<file path="config.mk">
export PLATFORM = sky130hd
export DESIGN_NAME = puf_challenge_sequencer_flat
export DESIGN_NICKNAME = d
export VERILOG_FILES = /design/src/rtl/puf_challenge_sequencer_if.sv /design/src/rtl/puf_challenge_sequencer.sv /design/src/flat_wrapper.sv
export SDC_FILE = /design/constraint.sdc
export NUM_CORES = 1
export LEC_CHECK = 0
export ABC_AREA = 1
export BUFFER_PORTS_ARGS = -buffer_cell sky130_fd_sc_hd__buf_4
export CAP_MARGIN = 10
export CORE_MARGIN = 2
export CORE_UTILIZATION = 54
export CTS_CLUSTER_DIAMETER = 40
export DETAILED_ROUTE_END_ITERATION = 16
export MAX_ROUTING_LAYER = met4
export PLACE_DENSITY = 0.8
export SLEW_MARGIN = 10
export SYNTH_ARGS = -nofsm -noshare
export SYNTH_HDL_FRONTEND = slang
export SYNTH_SLANG_ARGS = --single-unit
</file>
<file path="constraint.sdc">
create_clock -name clk -period 2.08 [get_ports clk]
set_input_delay 0.208 -clock clk [delete_from_list [all_inputs] [get_ports clk]]
set_output_delay 0.208 -clock clk [all_outputs]
set_load 0.01 [all_outputs]
</file>
<file path="src/rtl/puf_challenge_sequencer_if.sv">
// Wrapper/sequencer/oscillator-bank signal bundle for the RO-PUF challenge sequencer.
// slave = the sequencer; master = the pin wrapper plus oscillator/counter banks.
interface puf_challenge_sequencer_if #(
   parameter int NUM_BITS = 8
);
   logic                start;
   logic                abort;
   logic [3:0]          challenge;
   logic [15:0]         count_a;
   logic [15:0]         count_b;
   logic [3:0]          osc_sel;
   logic                osc_en;
   logic                cnt_clr;
   logic                busy;
   logic                done;
   logic [NUM_BITS-1:0] response;
   logic                response_valid;
   logic [NUM_BITS-1:0] unstable_mask;

   modport slave (
      input  start, abort, challenge, count_a, count_b,
      output osc_sel, osc_en, cnt_clr, busy, done, response, response_valid, unstable_mask
   );

   modport master (
      output start, abort, challenge, count_a, count_b,
      input  osc_sel, osc_en, cnt_clr, busy, done, response, response_valid, unstable_mask
   );
endinterface

</file>
<file path="src/rtl/puf_challenge_sequencer.sv">
// RO-PUF sequencer: per bit select pair, clear counters, run window, settle, compare, shift bit.
// Optional low-margin flagging via PUF_MARGIN_EN; rst_n is synchronous and active-high (1 = reset).
module puf_challenge_sequencer #(
   parameter int NUM_BITS = 8,
   parameter int WINDOW   = 1024,
   parameter int SETTLE   = 4,
   parameter int MARGIN   = 16
) (
   input logic                      clk,
   input logic                      rst_n,
   puf_challenge_sequencer_if.slave bus
);
   localparam logic [2:0] S_IDLE    = 3'd0;
   localparam logic [2:0] S_CLEAR   = 3'd1;
   localparam logic [2:0] S_RUN     = 3'd2;
   localparam logic [2:0] S_SETTLE  = 3'd3;
   localparam logic [2:0] S_COMPARE = 3'd4;
   localparam logic [2:0] S_DONE    = 3'd5;

   logic [2:0]          state;
   logic [3:0]          bit_idx;
   logic [3:0]          chal_q;
   logic [15:0]         timer;
   logic [NUM_BITS-1:0] resp_q;
   logic                bit_val;
   logic                last_bit;

   assign bit_val       = bus.count_a > bus.count_b;
   assign last_bit      = bit_idx == 4'(NUM_BITS - 1);
   assign bus.busy      = state != S_IDLE;
   assign bus.response  = resp_q;

`ifdef PUF_MARGIN_EN
   logic [15:0]         diff;
   logic [NUM_BITS-1:0] mask_q;

   // Larger minus smaller, so the 16-bit result never wraps.
   assign diff              = bit_val ? (bus.count_a - bus.count_b) : (bus.count_b - bus.count_a);
   assign bus.unstable_mask = mask_q;
`else
   assign bus.unstable_mask = '0;
`endif

   always_ff @(posedge clk) begin
      if (rst_n) begin
         state              <= S_IDLE;
         bit_idx            <= '0;
         chal_q             <= '0;
         timer              <= '0;
         resp_q             <= '0;
         bus.osc_sel        <= '0;
         bus.osc_en         <= 1'b0;
         bus.cnt_clr        <= 1'b0;
         bus.done           <= 1'b0;
         bus.response_valid <= 1'b0;
`ifdef PUF_MARGIN_EN
         mask_q             <= '0;
`endif
      end else begin
         bus.done    <= 1'b0;
         bus.cnt_clr <= 1'b0;
         if (state != S_IDLE && bus.abort) begin
            // Partial results are discarded; response_valid is already 0 here.
            state      <= S_IDLE;
            bus.osc_en <= 1'b0;
            resp_q     <= '0;
`ifdef PUF_MARGIN_EN
            mask_q     <= '0;
`endif
         end else begin
            case (state)
               S_IDLE: begin
                  if (bus.start) begin
                     chal_q             <= bus.challenge;
                     bit_idx            <= '0;
                     bus.osc_sel        <= bus.challenge;
                     bus.cnt_clr        <= 1'b1;
                     bus.response_valid <= 1'b0;
                     resp_q             <= '0;
`ifdef PUF_MARGIN_EN
                     mask_q             <= '0;
`endif
                     state              <= S_CLEAR;
                  end
               end
               S_CLEAR: begin
                  timer      <= 16'(WINDOW - 1);
                  bus.osc_en <= 1'b1;
                  state      <= S_RUN;
               end
               S_RUN: begin
                  if (timer == 16'd0) begin
                     timer      <= 16'(SETTLE - 1);
                     bus.osc_en <= 1'b0;
                     state      <= S_SETTLE;
                  end else begin
                     timer <= timer - 16'd1;
                  end
               end
               S_SETTLE: begin
                  if (timer == 16'd0) begin
                     state <= S_COMPARE;
                  end else begin
                     timer <= timer - 16'd1;
                  end
               end
               S_COMPARE: begin
                  for (int i = 0; i < NUM_BITS; i++) begin
                     if (bit_idx == i[3:0]) begin
                        resp_q[i] <= bit_val;
`ifdef PUF_MARGIN_EN
                        mask_q[i] <= diff < 16'(MARGIN);
`endif
                     end
                  end
                  if (last_bit) begin
                     state <= S_DONE;
                  end else begin
                     bit_idx     <= bit_idx + 4'd1;
                     // 4-bit add wraps the select past oscillator 15 back to 0.
                     bus.osc_sel <= chal_q + bit_idx + 4'd1;
                     bus.cnt_clr <= 1'b1;
                     state       <= S_CLEAR;
                  end
               end
               S_DONE: begin
                  bus.done           <= 1'b1;
                  bus.response_valid <= 1'b1;
                  state              <= S_IDLE;
               end
               default: begin
                  state <= S_IDLE;
               end
            endcase
         end
      end
   end
endmodule
</file>
<file path="src/flat_wrapper.sv">
// flat-port wrapper written by rule: the top's interface ports become plain ports
module puf_challenge_sequencer_flat 
#(
   parameter int NUM_BITS = 8,
   parameter int WINDOW   = 1024,
   parameter int SETTLE   = 4,
   parameter int MARGIN   = 16
)
  (clk, rst_n, bus_start, bus_abort, bus_challenge, bus_count_a, bus_count_b, bus_osc_sel, bus_osc_en, bus_cnt_clr, bus_busy, bus_done, bus_response, bus_response_valid, bus_unstable_mask);
  puf_challenge_sequencer_if #(.NUM_BITS(NUM_BITS)) bus_i ();
  input logic clk;
  input logic rst_n;
  input wire logic [$bits(bus_i.start)-1:0] bus_start;
  input wire logic [$bits(bus_i.abort)-1:0] bus_abort;
  input wire logic [$bits(bus_i.challenge)-1:0] bus_challenge;
  input wire logic [$bits(bus_i.count_a)-1:0] bus_count_a;
  input wire logic [$bits(bus_i.count_b)-1:0] bus_count_b;
  output wire logic [$bits(bus_i.osc_sel)-1:0] bus_osc_sel;
  output wire logic [$bits(bus_i.osc_en)-1:0] bus_osc_en;
  output wire logic [$bits(bus_i.cnt_clr)-1:0] bus_cnt_clr;
  output wire logic [$bits(bus_i.busy)-1:0] bus_busy;
  output wire logic [$bits(bus_i.done)-1:0] bus_done;
  output wire logic [$bits(bus_i.response)-1:0] bus_response;
  output wire logic [$bits(bus_i.response_valid)-1:0] bus_response_valid;
  output wire logic [$bits(bus_i.unstable_mask)-1:0] bus_unstable_mask;
  assign bus_i.start = bus_start;
  assign bus_i.abort = bus_abort;
  assign bus_i.challenge = bus_challenge;
  assign bus_i.count_a = bus_count_a;
  assign bus_i.count_b = bus_count_b;
  assign bus_osc_sel = bus_i.osc_sel;
  assign bus_osc_en = bus_i.osc_en;
  assign bus_cnt_clr = bus_i.cnt_clr;
  assign bus_busy = bus_i.busy;
  assign bus_done = bus_i.done;
  assign bus_response = bus_i.response;
  assign bus_response_valid = bus_i.response_valid;
  assign bus_unstable_mask = bus_i.unstable_mask;
  puf_challenge_sequencer #(.NUM_BITS(NUM_BITS), .WINDOW(WINDOW), .SETTLE(SETTLE), .MARGIN(MARGIN)) u_core (.clk(clk), .rst_n(rst_n), .bus(bus_i));
endmodule
</file>
# [Word level (Yosys, flattened, before mapping)]
# Cells that the tools add are included.
[totals] ff_bits=43 inputBits=40 elab_cells=104
[op_classes] n_addsub=4 order_cmp=1 eq_ne=25 mux=32 bitwise_logic=1 n_reduce_logical=24
[ops] operator="case mux 16 bit (3 select lines)" count=1
[ops] operator="AND reduction 3 bit" count=12
[ops] operator="2-to-1 mux 16 bit" count=2
[ops] operator="inequality test 2 x 1 -> 1 bit, second input constant" count=10
[ops] operator="equality test 4 x 3 -> 1 bit, second input constant" count=4
[ops] operator="> comparator 16 bit" count=1
[ops] operator="zero test 16 bit" count=1
[ops] operator="2-to-1 mux 4 bit" count=4
[ops] operator="case mux 4 bit (2 select lines)" count=2
[ops] operator="case mux 8 bit (2 select lines)" count=1
[ops] operator="subtractor 16 x 1 -> 16 bit, second input constant" count=1
[ops] operator="case mux 3 bit (5 select lines)" count=1
[ops] operator="2-to-1 mux 1 bit" count=13
[ops] operator="2-to-1 mux 3 bit" count=4
[ops] operator="adder 4 x 1 -> 4 bit, second input constant" count=2
[ops] operator="equality test 4 x 2 -> 1 bit, second input constant" count=2
[ops] operator="2-to-1 mux 8 bit" count=1
[ops] operator="equality test 3 x 2 -> 1 bit, second input constant" count=2
[ops] operator="equality test 3 bit, second input constant" count=2
[ops] operator="inequality test 2 bit, second input constant" count=3
[ops] operator="case mux 1 bit (2 select lines)" count=3
[ops] operator="nonzero test 2 bit" count=3
[ops] operator="nonzero test 3 bit" count=2
[ops] operator="adder 4 bit" count=1
[ops] operator="other kinds (9)" count=9

# [Longest topological paths before layout]
# Gate-level depths: netlist of the first run.
[logic_depth] ltp_word=4 depth_mapped=12

# [Least setup slack after synthesis of the first run]
# Ideal clock, no wire load.
[synth_path] kind="register -> register" start="register u_core.timer[0]" end="register u_core.timer[3]" arrival_time_ns=1.372 t_required_ns=1.965 slack_ns=0.593 path_stages_with_launch=11 path_buffers=1 synth_period_minus_slack_ns=1.487 cell_sequence="dfxtp_1 inv_1 ha_1 nand3_2 nor2_4 nand3_2 nand2_2 inv_2 buf_4 o21ai_1 nor2_1"
[synth_between] elab_chain_len=3 elab_cells_between_ends=7
[synth_rtl] item="start: declaration" line_no="puf_challenge_sequencer.sv:23" rtl="logic [15:0] timer;"
[synth_rtl] item="start signal: assignment" line_no="puf_challenge_sequencer.sv:87" rtl="timer <= 16'(WINDOW - 1);"
[synth_rtl] item="start signal: assignment" line_no="puf_challenge_sequencer.sv:93" rtl="timer <= 16'(SETTLE - 1);"
[synth_rtl] item="start signal: assignment" line_no="puf_challenge_sequencer.sv:97" rtl="timer <= timer - 16'd1;"
[synth_rtl] item="subtractor 16 x 1 -> 16 bit / zero test 16 bit (equally long branches)"
[synth_rtl] item="2-to-1 mux 16 bit, or another cell as far along" line_no="puf_challenge_sequencer.sv:101" rtl="if (timer == 16'd0) begin"
[synth_rtl] item="case mux 16 bit (3 select lines) / AND reduction 3 bit (equally long branches)"
# Parallel ways exist; a longest one is shown, timed or not. The select of a mux whose other input is x is not followed.
# A chain may end at the register's enable or synchronous reset.

# [Worst setup path after layout of the first run]
[layout_path] start="register u_core.timer[0]" end="register u_core.timer[0]"
# The elaborated chain is that of the path after synthesis.

==> flow_summary.json, run 1 <==
{
  "num_vias": 2629,
  "period_share": 0.862,
  "io_buffers": 56,
  "slowest_delay_ns": 0.36,
  "cts_hold_buffers": 0,
  "drt_first_iter_violations": 97,
  "nNetsFinal": 515,
  "worstPathRequired_ns": 2.27,
  "clkPwrFrac": 0.199,
  "synth-async-reset-ratio": 0,
  "start_util": 0.552,
  "io_pins": 65,
  "grt_pass1_vias": 2312,
  "cts_tree": "yes",
  "yosysUniqueCellTypes": 38,
  "clk_latency_ns": 0.30,
  "grt_max_degree": 20,
  "overflow": 0,
  "cts.htree.levels": 2,
  "grt_usage": 0.219,
  "totalPowerFinal_mw": 3.85,
  "crit_fanout": 11,
  "cts.repair.resized": 0,
  "syn_avg_cell_area_um2": 7.07,
  "irDropWorstVdd_mv": 0.806,
  "p_seq_frac": 0.317,
  "synth_top_area_cell": "dfxtp_1",
  "grt_setup_unrepaired": "no",
  "place_hpwl_um": 4490,
  "p_sw_frac": 0.419,
  "p_per_area_nw_per_um2": 1150,
  "avgViaCountPerCell": 5.05,
  "critPathSlowestCell": "dfxtp_1",
  "path_cells": "inv_1 -> ha_1 -> nand3_2 -> nor2_4 -> nand3_2 -> nand2_2 -> inv_2 -> nand2_2 -> nor2_1 -> a21oi_1",
  "synth_area_leaders": "dfxtp_1 (31%), ha_1 (11%), a21oi_1 (7.2%)",
  "synth_edf_count": 0,
  "core_um2": 5010,
  "drv_slew": 0,
  "crit_path_end_kind": "flip-flop",
  "path_buf_inv": 2,
  "antenna_found_initial": 0,
  "ys_seq_area_frac": 0.311,
  "postSynthCellCount": 391,
  "die_h_um": 75.5,
  "drive_gt1_frac": 0.208,
  "p_switching_mw": 1.61,
  "die_x_um": 75.5,
  "cts_max_path_buffers": 2,
  "synth_seq_cells": 43,
  "worstPathArrival_ns": 1.98,
  "worstSetupStartpointType": "flip-flop",
  "ff_latch_area_um2": 861,
  "num-fill-cells": 451,
  "grt_pass1_wl_um": 9530,
  "drc": 0,
  "wirelength_um": 5800,
  "rows": 26,
  "gp_congestion": 0.949,
  "post_cts.repair.setup_buffers": 0,
  "path_delay_family": "simple AND/OR/NAND/NOR gates",
  "multiInputGateArea_um2": 1620,
  "root_buffer": "clkbuf_8",
  "dr.pass1.iters": 4,
  "clock-sinks": 43,
  "synth_warnings": 0,
  "synth_ff_type": "dfxtp_1",
  "leakagePower_nw": 1.69,
  "finalSetupViolations": 0,
  "skew_ns": 0.00654,
  "status": "finished clean",
  "routedWlPerCell_um": 11.1,
  "synth_most_common_cell": "nand2_1",
  "synth_top_area_frac": 0.311,
  "fin_crit_ns": 1.79,
  "critical_path_class": "reg -> reg",
  "intPower_mw": 2.24,
  "fin_area_um2": 3360,
  "syn2layout_area_growth_pct": 21.5,
  "final.setup.tns_ns": 0,
  "dpl-instance-area_um2": 3220,
  "n_antenna_cell": 0,
  "maxCapViolations": 0,
  "clk_pin_slew_ns": 0.08,
  "comb_power_share": 0.484,
  "syn-cell-area_um2": 2760,
  "hold_violations": 0,
  "synthTopCellsByCount": "nand2_1 (53), inv_1 (50), nor2_1 (49)",
  "dieArea_um2": 5710,
  "max_freq_mhz": 558,
  "antenna_violating_nets_post_route": 0,
  "holdWs_ns": 0.151,
  "cts_buffers": 5,
  "hp-class": "in -> reg"
}
## cell usage in the layout, fill, tap and decap left out, types with 3 or more instances in the layout
cell      count
nor2_1       49
xor2_1        9
nand2_2       6
inv_2        10
o21ai_0      20
buf_4        58
nand3_2       3
o21ai_1      13
ha_1         24
nor2_4        3
clkbuf_8      5
dfxtp_1      43
nor3_1        6
nand2_1      53
conb_1        8
inv_1        50
nand4_1       3
nand3_1      23
a21oi_1      40
xnor2_1       3
## metal layers
| metal | vias up | track usage | part of all wire |
|---|---|---|---|
| met5 | - | - | 0 |
| met2 | 83 | 0.369 | 0.45 |
| li1 | 1378 | - | - |
| met3 | 10 | 0.0410 | 0.074 |
| met1 | 1158 | 0.261 | 0.45 |
| met4 | 0 | 0.0799 | 0.018 |
## worst register-to-register path, cell delays in order, from the launching register on
cell and delay (ns):
dfxtp_1 0.36, inv_1 0.08, ha_1 0.25, nand3_2 0.14
nor2_4 0.06, nand3_2 0.09, nand2_2 0.09, inv_2 0.19
nand2_2 0.17, nor2_1 0.19, a21oi_1 0.08
## stage by stage
step	utilization	std cells	worst slack (ns)
floorplan	-	398	0.593
global placement	0.644	513	0.430
detailed placement	0.644	513	0.356
CTS	0.670	521	0.308
global route	0.670	521	0.121
finish	0.670	521	0.287
## kinds of logic (layout without fill, tap and decap cells)
group | after synthesis | in the layout | synth area share
flip-flops | 43 | 43 | 0.311
XOR/XNOR | 12 | 12 | 0.0380
buffers and inverters | 73 | 126 | 0.114
other | 1 | 8 | 0.00136
AO/OA/AOI/OAI | 84 | 84 | 0.163
AND/OR/NAND/NOR | 153 | 153 | 0.257
adder cells (fa/ha/maj) | 25 | 25 | 0.116
## power groups by stage
stage	registers (mW)	logic, mW	clock network [mW]
floorplan	1.24	1.37	0
global placement	1.23	1.81	0
detailed placement	1.24	1.84	0
CTS	1.22	1.87	0.783
global route	1.25	2.11	0.807
finish	1.22	1.86	0.767
## final cells by class
type                    count  area share
multi-input cells         282       0.481
flip-flops and latches     43       0.256
repair buffers             58       0.130
inverters                  60      0.0671
well taps                  70      0.0261
clock buffers               6      0.0216
clock inverters             2      0.0179
## worst paths after layout
| path | startpoint | endpoint | slack [ns] | depth (start not counted) |
|---|---|---|---|---|
| worst max-delay path | u_core.timer[0] | u_core.timer[0] | 0.29 | 10 |
| worst min-delay path | rst_n | u_core.bus.osc_sel[3] | 0.15 | 2 |
| worst max register to register | u_core.timer[0] | u_core.timer[0] | 0.29 | 10 |
| worst min register to register | u_core.chal_q[2] | u_core.chal_q[2] | 0.46 | 2 |
## sequential cells by signal, indices dropped and copies added, names as in the netlist
signal / cells
u_core.timer: 16
u_core.bus.response_valid: 1
u_core.bus.response: 8
u_core.state: 3
u_core.bus.cnt_clr: 1
u_core.chal_q: 4
u_core.bus.done: 1
u_core.bus.osc_en: 1
u_core.bus.osc_sel: 4
u_core.bit_idx: 4
Power figures use the tool's default switching activity.
==> inputs of run 2 (changes only) <==
REMOVE_ABC_BUFFERS = 1   (was not set)
==> run 2 against run 1 <==
  * Clock-buffer cell count unchanged
  * Combinational power about the same
  * Critical path depth unchanged
  * Global-route usage increased by 0.85 points
  * Cell count decreased by 0.19%
  * Sequential share of layout area increased by 0.17 points
  * Worst setup slack improved by 0.013 ns
  * Flip-flop and latch count unchanged
  * Critical path type unchanged
  * Largest cell class unchanged
==> flow_summary.json, run 2 (synthesis gave the netlist of run 1 again) <==
{
  "place_hpwl_um": 4700,
  "grt_setup_unrepaired": "no",
  "grt_usage": 0.228,
  "overflow": 0,
  "cts_hold_buffers": 0,
  "die_x_um": 75.5,
  "worstPathArrival_ns": 1.97,
  "critical_path_class": "reg -> reg",
  "io_pins": 65,
  "fin_crit_ns": 1.78,
  "slowest_delay_ns": 0.36,
  "gp_congestion": 0.921,
  "wirelength_um": 6100,
  "maxCapViolations": 0,
  "grt_pass1_vias": 2426,
  "avgViaCountPerCell": 5.10,
  "top_register": "u_core.timer",
  "cts_buffers": 5,
  "final.setup.tns_ns": 0,
  "status": "finished clean",
  "setup_slack_ns": 0.301,
  "hp-class": "in -> reg",
  "clock-sinks": 43,
  "slew-limit-headroom": 0.665,
  "start_util": 0.552,
  "layout_common_cells": "buf_4 (57), nand2_1 (53), inv_1 (50)",
  "cts.htree.levels": 2,
  "final_common_cell": "buf_4",
  "rows": 26,
  "dr.pass1.iters": 4,
  "dieArea_um2": 5710,
  "post_cts.repair.setup_buffers": 0,
  "worstPathRequired_ns": 2.27,
  "path_cells": "inv_1 -> ha_1 -> nand3_2 -> nor2_4 -> nand3_2 -> nand2_2 -> inv_2 -> nand2_2 -> nor2_1 -> a21oi_1",
  "critPathSlowestCell": "dfxtp_1",
  "cts_max_path_buffers": 2,
  "core_um2": 5010,
  "leakagePower_nw": 1.68,
  "drv_slew": 0,
  "drc": 0,
  "cts_tree": "yes",
  "finalSetupViolations": 0,
  "routedWlPerCell_um": 11.7,
  "crit_path_end_kind": "flip-flop",
  "irDropWorstVdd_mv": 0.876,
  "clk_pin_slew_ns": 0.09,
  "syn2layout_area_growth_pct": 20.6,
  "max_freq_mhz": 562,
  "n_antenna_cell": 0,
  "root_buffer": "clkbuf_8",
  "period_share": 0.856,
  "tightestPinTransition_ns": 0.502,
  "antenna_violating_nets_post_route": 0,
  "die_h_um": 75.5,
  "hold_violations": 0,
  "grt_max_degree": 20,
  "largest_reg_flops": 16,
  "io_buffers": 56,
  "skew_ns": 0.00968,
  "p_per_area_nw_per_um2": 1130,
  "nNetsFinal": 514,
  "grt_pass1_wl_um": 9850,
  "drive_gt1_frac": 0.209,
  "crit_fanout": 11,
  "clk_latency_ns": 0.30,
  "cts.repair.resized": 0,
  "drt_first_iter_violations": 120,
  "worstSetupStartpointType": "flip-flop",
  "antenna_found_initial": 0,
  "holdWs_ns": 0.161,
  "num_vias": 2653,
  "dp_slack_ns": 0.343
}
[run 2: changes by cell type in the layout (fill, tap and decap cells not counted)]
cell       change
bufinv_16      -1
clkbuf_1       -1
buf_4          -1
clkbuf_8       +1
clkinv_2       +1
[run 2: final cells by class]
cell class | count | area [µm²]
Clock buffer | 6 | 82.6
Clock inverter | 2 | 35.0
Fill cell | 454 | 1680
Inverter | 60 | 225
Multi-Input combinational cell | 282 | 1620
Sequential cell | 43 | 861
Tap cell | 70 | 87.6
Timing Repair Buffer | 57 | 428
[run 2: metrics by stage]
| step | power [mW] | cell area [µm²] | utilization | cells |
|---|---|---|---|---|
| finish | 3.78 | 3330 | 0.666 | 520 |
| global route | 4.11 | 3330 | 0.666 | 520 |
| global placement | 3.05 | 3220 | 0.642 | 512 |
| detailed placement | 3.09 | 3220 | 0.642 | 512 |
| floorplan | 2.57 | 2700 | - | 385 |
| CTS | 3.79 | 3330 | 0.666 | 520 |
[run 2: per-layer routing]
metal / track usage / share of wire / vias to the layer above
li1: - / - / 1382
met1: 0.263 / 0.44 / 1172
met3: 0.0437 / 0.076 / 10
met5: - / 0 / -
met2: 0.392 / 0.46 / 89
met4: 0.0858 / 0.019 / 0
[run 2: critical path, delay by kind of cell (launching register included)]
| family | cells | cell delay [ns] |
|---|---|---|
| AOI/OAI and AO/OA | 1 | 0.09 |
| adders and majority gates | 1 | 0.24 |
| buffers and inverters | 2 | 0.26 |
| DFF | 1 | 0.36 |
| and+or+nand+nor | 6 | 0.73 |
[run 2: path summary, 6_finish.rpt]
check	from	end	slack, ns	cells past startpoint
worst max-delay path	u_core.timer[0]	u_core.timer[1]	0.30	10
worst min-delay path	rst_n	u_core.bus.osc_sel[3]	0.16	2
worst max register to register	u_core.timer[0]	u_core.timer[1]	0.30	10
worst min register to register	u_core.bus.osc_sel[3]	u_core.bus.osc_sel[3]	0.47	2
[run 2: where the power goes]
part	total, mW	switching (mW)	internal (mW)
Sequential	1.22	0.181	1.04
Combinational	1.88	1.16	0.718
Clock	0.679	0.290	0.389
